**src/rtl/sia_pkg.sv**
```systemverilog
// sia_pkg: shared receiver state encoding and default widths for the SIA receive path
package sia_pkg;
    localparam int SHIFT_REG_WIDTH_D = 16;
    localparam int BITS_WIDTH_D      = 5;
    localparam int BAUD_RATE_WIDTH_D = 32;
    localparam int DEPTH_BITS_D      = 4;
    typedef enum logic [1:0] {
        IDLE   = 2'd0,
        SAMPLE = 2'd1,
        PUSH   = 2'd2
    } state_t;
endpackage

```
**src/rtl/sia_rxq_fifo.sv**
```systemverilog
// sia_rxq_fifo: queue FIFO with registered head output loaded on an output-enable strobe
module sia_rxq_fifo
    import sia_pkg::*;
#(
    parameter int DEPTH_BITS = DEPTH_BITS_D,
    parameter int DATA_BITS  = SHIFT_REG_WIDTH_D
) (
    input  logic                 clk_i,
    input  logic                 reset_ni,
    input  logic                 push_i,
    input  logic [DATA_BITS-1:0] data_i,
    input  logic                 oe_i,
    output logic [DATA_BITS-1:0] dat_o,
    output logic                 not_empty_o,
    output logic                 full_o
);
    logic [DATA_BITS-1:0]  mem [2**DEPTH_BITS];
    logic [DEPTH_BITS:0]   wp, rp;
    logic                  wr, rd;
    assign not_empty_o = wp != rp;
    assign full_o      = (wp[DEPTH_BITS] != rp[DEPTH_BITS]) && (wp[DEPTH_BITS-1:0] == rp[DEPTH_BITS-1:0]);
    assign rd          = oe_i & not_empty_o;
    assign wr          = push_i & (~full_o | rd);
    // storage write; a read of the same slot in the same cycle still sees the old head
    always_ff @(posedge clk_i) begin
        if (wr) mem[wp[DEPTH_BITS-1:0]] <= data_i;
    end
    // pointer advance and head register load
    always_ff @(posedge clk_i or negedge reset_ni) begin
        if (!reset_ni) begin
            wp    <= '0;
            rp    <= '0;
            dat_o <= '0;
        end else begin
            if (wr) wp <= wp + 1'b1;
            if (rd) begin
                rp    <= rp + 1'b1;
                dat_o <= mem[rp[DEPTH_BITS-1:0]];
            end
        end
    end
endmodule

```
**src/rtl/sia_rxq.sv**
```systemverilog
// sia_rxq: asynchronous serial receiver that queues left-aligned frames for a processor
module sia_rxq
    import sia_pkg::*;
#(
    parameter int SHIFT_REG_WIDTH = SHIFT_REG_WIDTH_D,
    parameter int BITS_WIDTH      = BITS_WIDTH_D,
    parameter int BAUD_RATE_WIDTH = BAUD_RATE_WIDTH_D,
    parameter int DEPTH_BITS      = DEPTH_BITS_D
) (
    input  logic                       clk_i,
    input  logic                       reset_ni,
    input  logic                       rxd_i,
    input  logic [BITS_WIDTH-1:0]      bits_i,
    input  logic [BAUD_RATE_WIDTH-1:0] baud_i,
    input  logic                       pop_i,
    input  logic                       clr_ovr_i,
    output logic [SHIFT_REG_WIDTH-1:0] dat_o,
    output logic                       not_empty_o,
    output logic                       full_o,
    output logic                       overrun_o,
    output logic                       idle_o
);
    state_t                       state;
    logic [1:0]                   sync;
    logic                         rxs, fall, first, push, pop;
    logic [BITS_WIDTH-1:0]        nbits, bitcnt;
    logic [BAUD_RATE_WIDTH-1:0]   period, per, cnt;
    logic [SHIFT_REG_WIDTH-1:0]   sr;
    assign rxs    = sync[1];
    assign fall   = sync[1] & ~sync[0];
    assign nbits  = (bits_i > BITS_WIDTH'(SHIFT_REG_WIDTH)) ? BITS_WIDTH'(SHIFT_REG_WIDTH) : bits_i;
    assign period = (baud_i == '0) ? BAUD_RATE_WIDTH'(1) : baud_i;
    assign push   = state == PUSH;
    assign pop    = pop_i & not_empty_o;
    assign idle_o = state == IDLE;
    // two-flop synchronizer on the asynchronous line, idling high
    always_ff @(posedge clk_i or negedge reset_ni) begin
        if (!reset_ni) sync <= 2'b11;
        else           sync <= {sync[0], rxd_i};
    end
    // receiver FSM: start detect, mid-bit sampling into the shift register, one-cycle push
    always_ff @(posedge clk_i or negedge reset_ni) begin
        if (!reset_ni) begin
            state  <= IDLE;
            cnt    <= '0;
            per    <= '0;
            bitcnt <= '0;
            first  <= 1'b0;
            sr     <= '0;
        end else begin
            case (state)
                IDLE: if (nbits != '0 && fall) begin
                    cnt    <= period >> 1;
                    per    <= period;
                    bitcnt <= nbits;
                    first  <= 1'b1;
                    state  <= SAMPLE;
                end
                SAMPLE: if (cnt != '0) begin
                    cnt <= cnt - 1'b1;
                end else if (first && rxs) begin
                    state <= IDLE;
                end else begin
                    sr     <= {rxs, sr[SHIFT_REG_WIDTH-1:1]};
                    bitcnt <= bitcnt - 1'b1;
                    cnt    <= per - 1'b1;
                    first  <= 1'b0;
                    if (bitcnt == BITS_WIDTH'(1)) state <= PUSH;
                end
                default: state <= IDLE;
            endcase
        end
    end
    // sticky overrun; a drop in the same cycle as a clear keeps it set
    always_ff @(posedge clk_i or negedge reset_ni) begin
        if (!reset_ni)                   overrun_o <= 1'b0;
        else if (push & full_o & ~pop)   overrun_o <= 1'b1;
        else if (clr_ovr_i)              overrun_o <= 1'b0;
    end
    sia_rxq_fifo #(
        .DEPTH_BITS (DEPTH_BITS),
        .DATA_BITS  (SHIFT_REG_WIDTH)
    ) u_fifo (
        .clk_i       (clk_i),
        .reset_ni    (reset_ni),
        .push_i      (push),
        .data_i      (sr),
        .oe_i        (pop),
        .dat_o       (dat_o),
        .not_empty_o (not_empty_o),
        .full_o      (full_o)
    );
endmodule

```
**config.mk**
```make
export PLATFORM = sky130hd
export DESIGN_NAME = sia_rxq
export DESIGN_NICKNAME = d
export VERILOG_FILES = /design/src/rtl/sia_pkg.sv /design/src/rtl/sia_rxq_fifo.sv /design/src/rtl/sia_rxq.sv
export SDC_FILE = /design/constraint.sdc
export NUM_CORES = 1
export LEC_CHECK = 0
export CAP_MARGIN = 0
export CELL_PAD_IN_SITES_DETAIL_PLACEMENT = 0
export CELL_PAD_IN_SITES_GLOBAL_PLACEMENT = 1
export CORE_MARGIN = 5
export CORE_UTILIZATION = 40
export DETAILED_ROUTE_END_ITERATION = 7
export PLACE_DENSITY = 0.7
export SYNTH_ARGS = -nofsm -noshare
export SYNTH_HDL_FRONTEND = slang
export SYNTH_SLANG_ARGS = --single-unit
```
**constraint.sdc**
```tcl
create_clock -name clk_i -period 4.4 [get_ports clk_i]
set_input_delay 0.88 -clock clk_i [delete_from_list [all_inputs] [get_ports clk_i]]
set_output_delay 0.88 -clock clk_i [all_outputs]
set_load 0.05 [all_outputs]
```
; ---- Yosys cells after proc, flatten, opt, wreduce, memory -nomap -nowiden
; Memories as Yosys holds them, arrays and structs flattened. A register that Yosys moved wholly into a read port is not among the register bits.
; Index checks and enable logic that the tools add are counted.
[totals]
inputBits = 42
ramBits = 256
ff_bits = 101
latch_bits = 0
elab_cells = 78
n_memories = 1
rom_bits = 0
out_inout_bits = 20
[memory_table]
columns = memory, depth, width, read_ports, rd_ports_with_merged_regs, wr, line_no
row1 = u_fifo.mem, 16, 16, 1, 1, 1, sia_rxq_fifo.sv:17  ; logic [DATA_BITS-1:0] mem [2**DEPTH_BITS];
[op_classes]
n_addsub = 5
eq_ne = 11
div_mod_pow = 0
magnitude_cmp = 1
bitwise_logic = 12
shift = 0
mul = 0
n_mux = 23
reduce_logical = 15
[ops]
columns = op, n
row1 = two-way mux 32 bit, 4
row2 = case mux 32 bit (2 select lines), 1
row3 = subtractor 32 x 1 -> 32 bit (second input constant), 2
row4 = zero test 32 bit, 1
row5 = nonzero test 32 bit, 1
row6 = two-way mux 5 bit, 4
row7 = adder 5 x 1 -> 5 bit (second input constant), 2
row8 = case mux 5 bit (2 select lines), 1
row9 = AND reduction 3 bit, 3
row10 = two-way mux 2 bit, 4
row11 = two-way mux 1 bit, 7
row12 = bitwise AND 1 bit, 6
row13 = != test 3 bit (second input constant), 2
row14 = equality test 5 x 1 -> 1 bit (second input constant), 1
row15 = greater-than comparator 5 bit (second input constant), 1
row16 = != test 5 bit, 1
row17 = inverter 1 bit, 5
row18 = nonzero test 5 bit, 1
row19 = subtractor 5 x 1 -> 5 bit (second input constant), 1
row20 = equality test 4 bit, 1
row21 = != test 2 bit (second input constant), 2
row22 = case mux 2 bit (2 select lines), 1
row23 = AND reduction 4 bit, 1
row24 = nonzero test 2 bit, 2
row25 = other kinds (10), 12

; ---- Depth between registers and ports, before layout
[logic_depth]
ltp_word = 7
mapped_depth = 17
ltp_nobuf = 13

; ---- Modules after synthesis
; Synthesis repeated with hierarchy kept, for this count alone.
[unflattened]
hier_cells = 1192
area_unflattened_um2 = 16505.8
[modules_own_cells]
columns = module, seq_area_each_um2, n_inst, area_per_inst_um2, cells_per_inst
row1 = sia_rxq_fifo, 8338.0, 1, 11192.0, 553
row2 = sia_rxq, 2279.7, 1, 5313.8, 639

; ---- Worst setup path before layout
; Ideal clock, no wire load.
[synth_path]
path_type = reg-to-reg
from = register cnt[23]
to = register cnt[18]
path_buffers = 3
stages_incl_launch_ff = 17
synth_period_minus_slack_ns = 3.464
t_required_ns = 4.279
slack_ns = 0.936
arrival_ns = 3.343
setup_time_ns = 0.121
cell_sequence = dfrtp_1 -> or3_4 -> or4_4 -> nor3_1 -> buf_2 -> buf_2 -> buf_1 -> a21oi_1 -> ha_1 -> nand2b_1 -> nor2_1 -> nand2_1 -> a2111oi_4 -> nand2_1 -> xnor2_1 -> a21oi_1 -> o22a_1
[synth_between]
elab_chain_len = 3
word_cells_on_any_way = 5
classes_between = eq/ne (1) / mux (2) / reduce/logical (2)
[synth_rtl]
columns = item, line_no
row1 = start: declaration, sia_rxq.sv:27  ; logic [BAUD_RATE_WIDTH-1:0] period, per, cnt;
row2 = start signal: assignment, sia_rxq.sv:53  ; cnt <= period >> 1;
row3 = start signal: assignment, sia_rxq.sv:60  ; cnt <= cnt - 1'b1;
row4 = start signal: assignment, sia_rxq.sv:66  ; cnt <= per - 1'b1;
row5 = nonzero test 32 bit (*), sia_rxq.sv:59  ; SAMPLE: if (cnt != '0) begin
row6 = != test 3 bit (no line) / two-way mux 32 bit (equally long branches), --
row7 = AND reduction 3 bit (no line) / case mux 32 bit (2 select lines) (equally long branches), --
; Every way passes the cells marked *; elsewhere a longest branch is shown, timed or not.
; A chain may end at the register's enable or synchronous reset.

; ---- Worst setup path in the final report
[layout_path]
from = register u_fifo.wp[2]
to = output port full_o
[layout_between]
elab_chain_len = 2
[layout_rtl]
columns = item, line_no
row1 = start: declaration, sia_rxq_fifo.sv:18  ; logic [DEPTH_BITS:0] wp, rp;
row2 = start signal: assignment, sia_rxq_fifo.sv:35  ; if (wr) wp <= wp + 1'b1;
row3 = equality test 4 bit, sia_rxq_fifo.sv:21  ; assign full_o = (wp[DEPTH_BITS] != rp[DEPTH_BITS]) && (wp[DEPTH_BITS-1:0] == rp[DEPTH_BITS-1:0]);
row4 = logical AND 1 bit, sia_rxq_fifo.sv:21
row5 = end: declaration, sia_rxq.sv:19  ; output logic full_o,
; Every way passes these cells.

==> impl_metrics.tcl <==
set metrics [dict create \
    synth.cell_area_um2 16200 \
    ys_seq_elements 373 \
    power_density_nw_per_um2 490 \
    insertion_delay_ns 0.56 \
    hold_path_class "input port to asynchronous set/reset pin" \
    grt_max_degree 70 \
    gp_congestion 0.832 \
    cts_setup_buffers 0 \
    initial_core_util_pct 40.6 \
    numCtsBuffers 40 \
    synth_warnings 0 \
    wl_met3_mm 1.87 \
    power_frac_clock_pct 35.8 \
    ir_drop_uv 272 \
    report.final.hold_viol_count 0 \
    leakage_nw 6.91 \
    cp.required_ns 3.52 \
    intPower_mw 6.68 \
    synth_ff_type "edfxtp_1" \
    firstDrtPassIters 5 \
    p_seq_share_pct 44.7 \
    maxCapViolations 0 \
    slew_headroom_pct 33.4 \
    port_buffers 61 \
    place_inst 1620 \
    worstMarginPinSlew_ns 0.990 \
    grt_antenna_before_repair 0 \
    p_sw_mw 2.62 \
    cts_resized 0 \
    critPathLaunchType "register" \
    clk_pin_slew_worst_paths_ns 0.06 \
    synth_top_area_share_pct 47.4 \
    drc 0 \
    synth_area_leaders "edfxtp_1, dfrtp_1, mux4_2, mux2_2, nor2_1" \
    grt_usage_pct 16.8 \
    swShare_pct 28.2 \
    critPathArrivalTime_ns 2.83 \
    regArea_um2 10600 \
    routed_wirelength_mm 37.2 \
    ys_async_sr_fraction_pct 31.4 \
    synth_edf_count 256 \
    route.met2.wl_mm 17.4 \
    yosys.area.top_type "edfxtp_1" \
    slew_violations 0 \
    timing_worst_setup_path_type "register to output pin" \
    fillers 3405 \
    grt_first_pass_wirelength_mm 58.2 \
    cp_max_fo 10 \
    syn_to_final_growth_pct 16.9 \
    total_power_mw 9.30 \
    status "finished, final reports clean" \
    htreeDepth 2 \
    cp-end-kind "output pin" \
    synth_cell_type_count 68 \
    multi_input_area_um2 5400 \
    max_freq_mhz 270 \
    finalCriticalPeriod_ns 3.71 \
    syn_nets 1102 \
    die_h_um 211 \
    antenna_cells 0 \
    syn_avg_cell_area_um2 15.4 \
    drive_gt1_share_pct 23.5 \
    drt-initial-drc-count 748 \
    cts_sinks 373 \
    tns_ns 0 \
    grt-ovfl-total 0 \
    fin_nets 1187 \
    rsz0062_at_grt "no" \
    finalClockSkew_ns 0.0290 \
    synth_top_cells_by_count "edfxtp_1, dfrtp_1, mux4_2, nor2_1, mux2_2" \
    coreArea_um2 39900 \
    die_w_um 211 \
    die_area_um2 44700 \
    hpwl_mm 23.2 \
    synth.most_common_cell "edfxtp_1" \
    final_cells 1694 \
    synthCells 1052 \
    cts_root_buf "clkbuf_16" \
    hold_buffers 0 \
    yosysSeqAreaShare_pct 65.5 \
    cts_tree "built" \
    drt-met1-wl_mm 17.3 \
    grt_pass1_vias 9622 \
    num_vias 9510 \
    via_per_inst 5.61 \
    pin_count 62 \
    wire_per_inst_um 22.0 \
    drt.antenna.violating_nets 0 \
    clockBufferDepth 3 \
    pwr-share-comb_pct 19.5 \
    setup_violations 0 \
    post-route-period-util_pct 84.3 \
    highest_layer "met4" \
    row_count 73 \
]
==> registers in the layout, summed over array words and instances (netlist names) <==
name	flops
u_fifo.rp	5
sync	2
per	32
first	1
u_fifo.mem	256
sr	16
overrun_o	1
cnt	32
u_fifo.dat_o	16
state	2
u_fifo.wp	5
bitcnt	5
==> power by group through the flow <==
stage / Combinational, mW / Sequential, mW / Clock [mW]
CTS: 1.85 / 4.15 / 3.42
finish: 1.81 / 4.16 / 3.33
detailed placement: 1.84 / 4.22 / 0
global placement: 1.84 / 4.22 / 0
floorplan: 1.13 / 4.36 / 0
global route: 1.97 / 4.19 / 3.58
==> cell usage in the layout, fill, tap and decap left out, types with 7 or more instances in the layout <==
cell type | Yosys | routed
nor4_1 | 25 | 25
a22oi_1 | 11 | 11
clkbuf_1 | 35 | 14
clkinv_2 | 0 | 7
a21oi_1 | 38 | 38
nand4_1 | 16 | 16
clkdlybuf4s50_1 | 0 | 60
dfrtp_1 | 115 | 113
nand3_1 | 10 | 10
mux2_2 | 61 | 61
nand2b_1 | 11 | 11
nor2_1 | 77 | 64
o21ai_0 | 39 | 39
edfxtp_1 | 256 | 256
xnor2_1 | 18 | 18
a31oi_1 | 12 | 12
nor2_2 | 0 | 12
xor2_1 | 13 | 13
ha_1 | 8 | 8
nand2_1 | 59 | 59
mux4_2 | 80 | 80
nor3_1 | 24 | 19
buf_4 | 0 | 38
clkbuf_16 | 0 | 40
inv_1 | 14 | 14
==> worst max-delay path, stage by stage (launching register included) <==
cell and delay [ns]:
dfrtp_1 0.53, xor2_1 0.21, nor4_1 0.44, nand2b_1 0.20
inv_1 0.09, clkdlybuf4s50_1 0.80
==> layout make-up <==
cell class | instances | area share, %
Clock buffer | 59 | 5.92
Clock inverter | 15 | 1.06
Inverter | 14 | 0.277
Multi-Input combinational cell | 609 | 28.5
Sequential cell | 373 | 56.1
Tap cell | 525 | 3.47
Timing Repair Buffer | 99 | 4.73
==> path summary, 6_finish.rpt <==
| kind | from | end | cells past startpoint | slack (ns) |
|---|---|---|---|---|
| setup / recovery | u_fifo.wp[2] | full_o | 5 | 0.69 |
| hold / removal | reset_ni | u_fifo.rp[0] | 1 | 0.32 |
| setup reg to reg | cnt[25] | cnt[30] | 9 | 0.83 |
| hold reg to reg | sync[0] | sync[1] | 0 | 0.36 |
| max in group asynchronous | reset_ni | cnt[21] | 2 | 3.17 |
| min in group clk_i | sync[0] | sync[1] | 0 | 0.36 |
==> metal layers <==
layer,up-vias,global-route usage (%)
li1,4317,-
met1,4857,25.2
met2,292,26.2
met3,44,2.85
met4,0,3.64
met5,-,0
==> through the flow <==
step                area (um2)  util, %  setup slack (ns)  hold WS [ns]
global placement         17600     44.2             0.999         0.354
detailed placement       17600     44.2             0.874         0.355
CTS                      19000     47.5             0.665         0.337
floorplan                16200        -             0.936         0.351
finish                   19000     47.5             0.691         0.315
global route             19000     47.5             0.476         0.359
==> cells by family (layout without fill, tap and decap cells) <==
group,Yosys count,after routing,share of synthesized area (%)
compound gates,157,157,6.37
xor+xnor,31,31,1.67
fa+ha+maj,8,8,0.617
buf+inv,70,187,1.64
flops,373,373,65.5
mux,147,147,15.7
simple gates,266,266,8.49
Power figures use the tool's default switching activity.
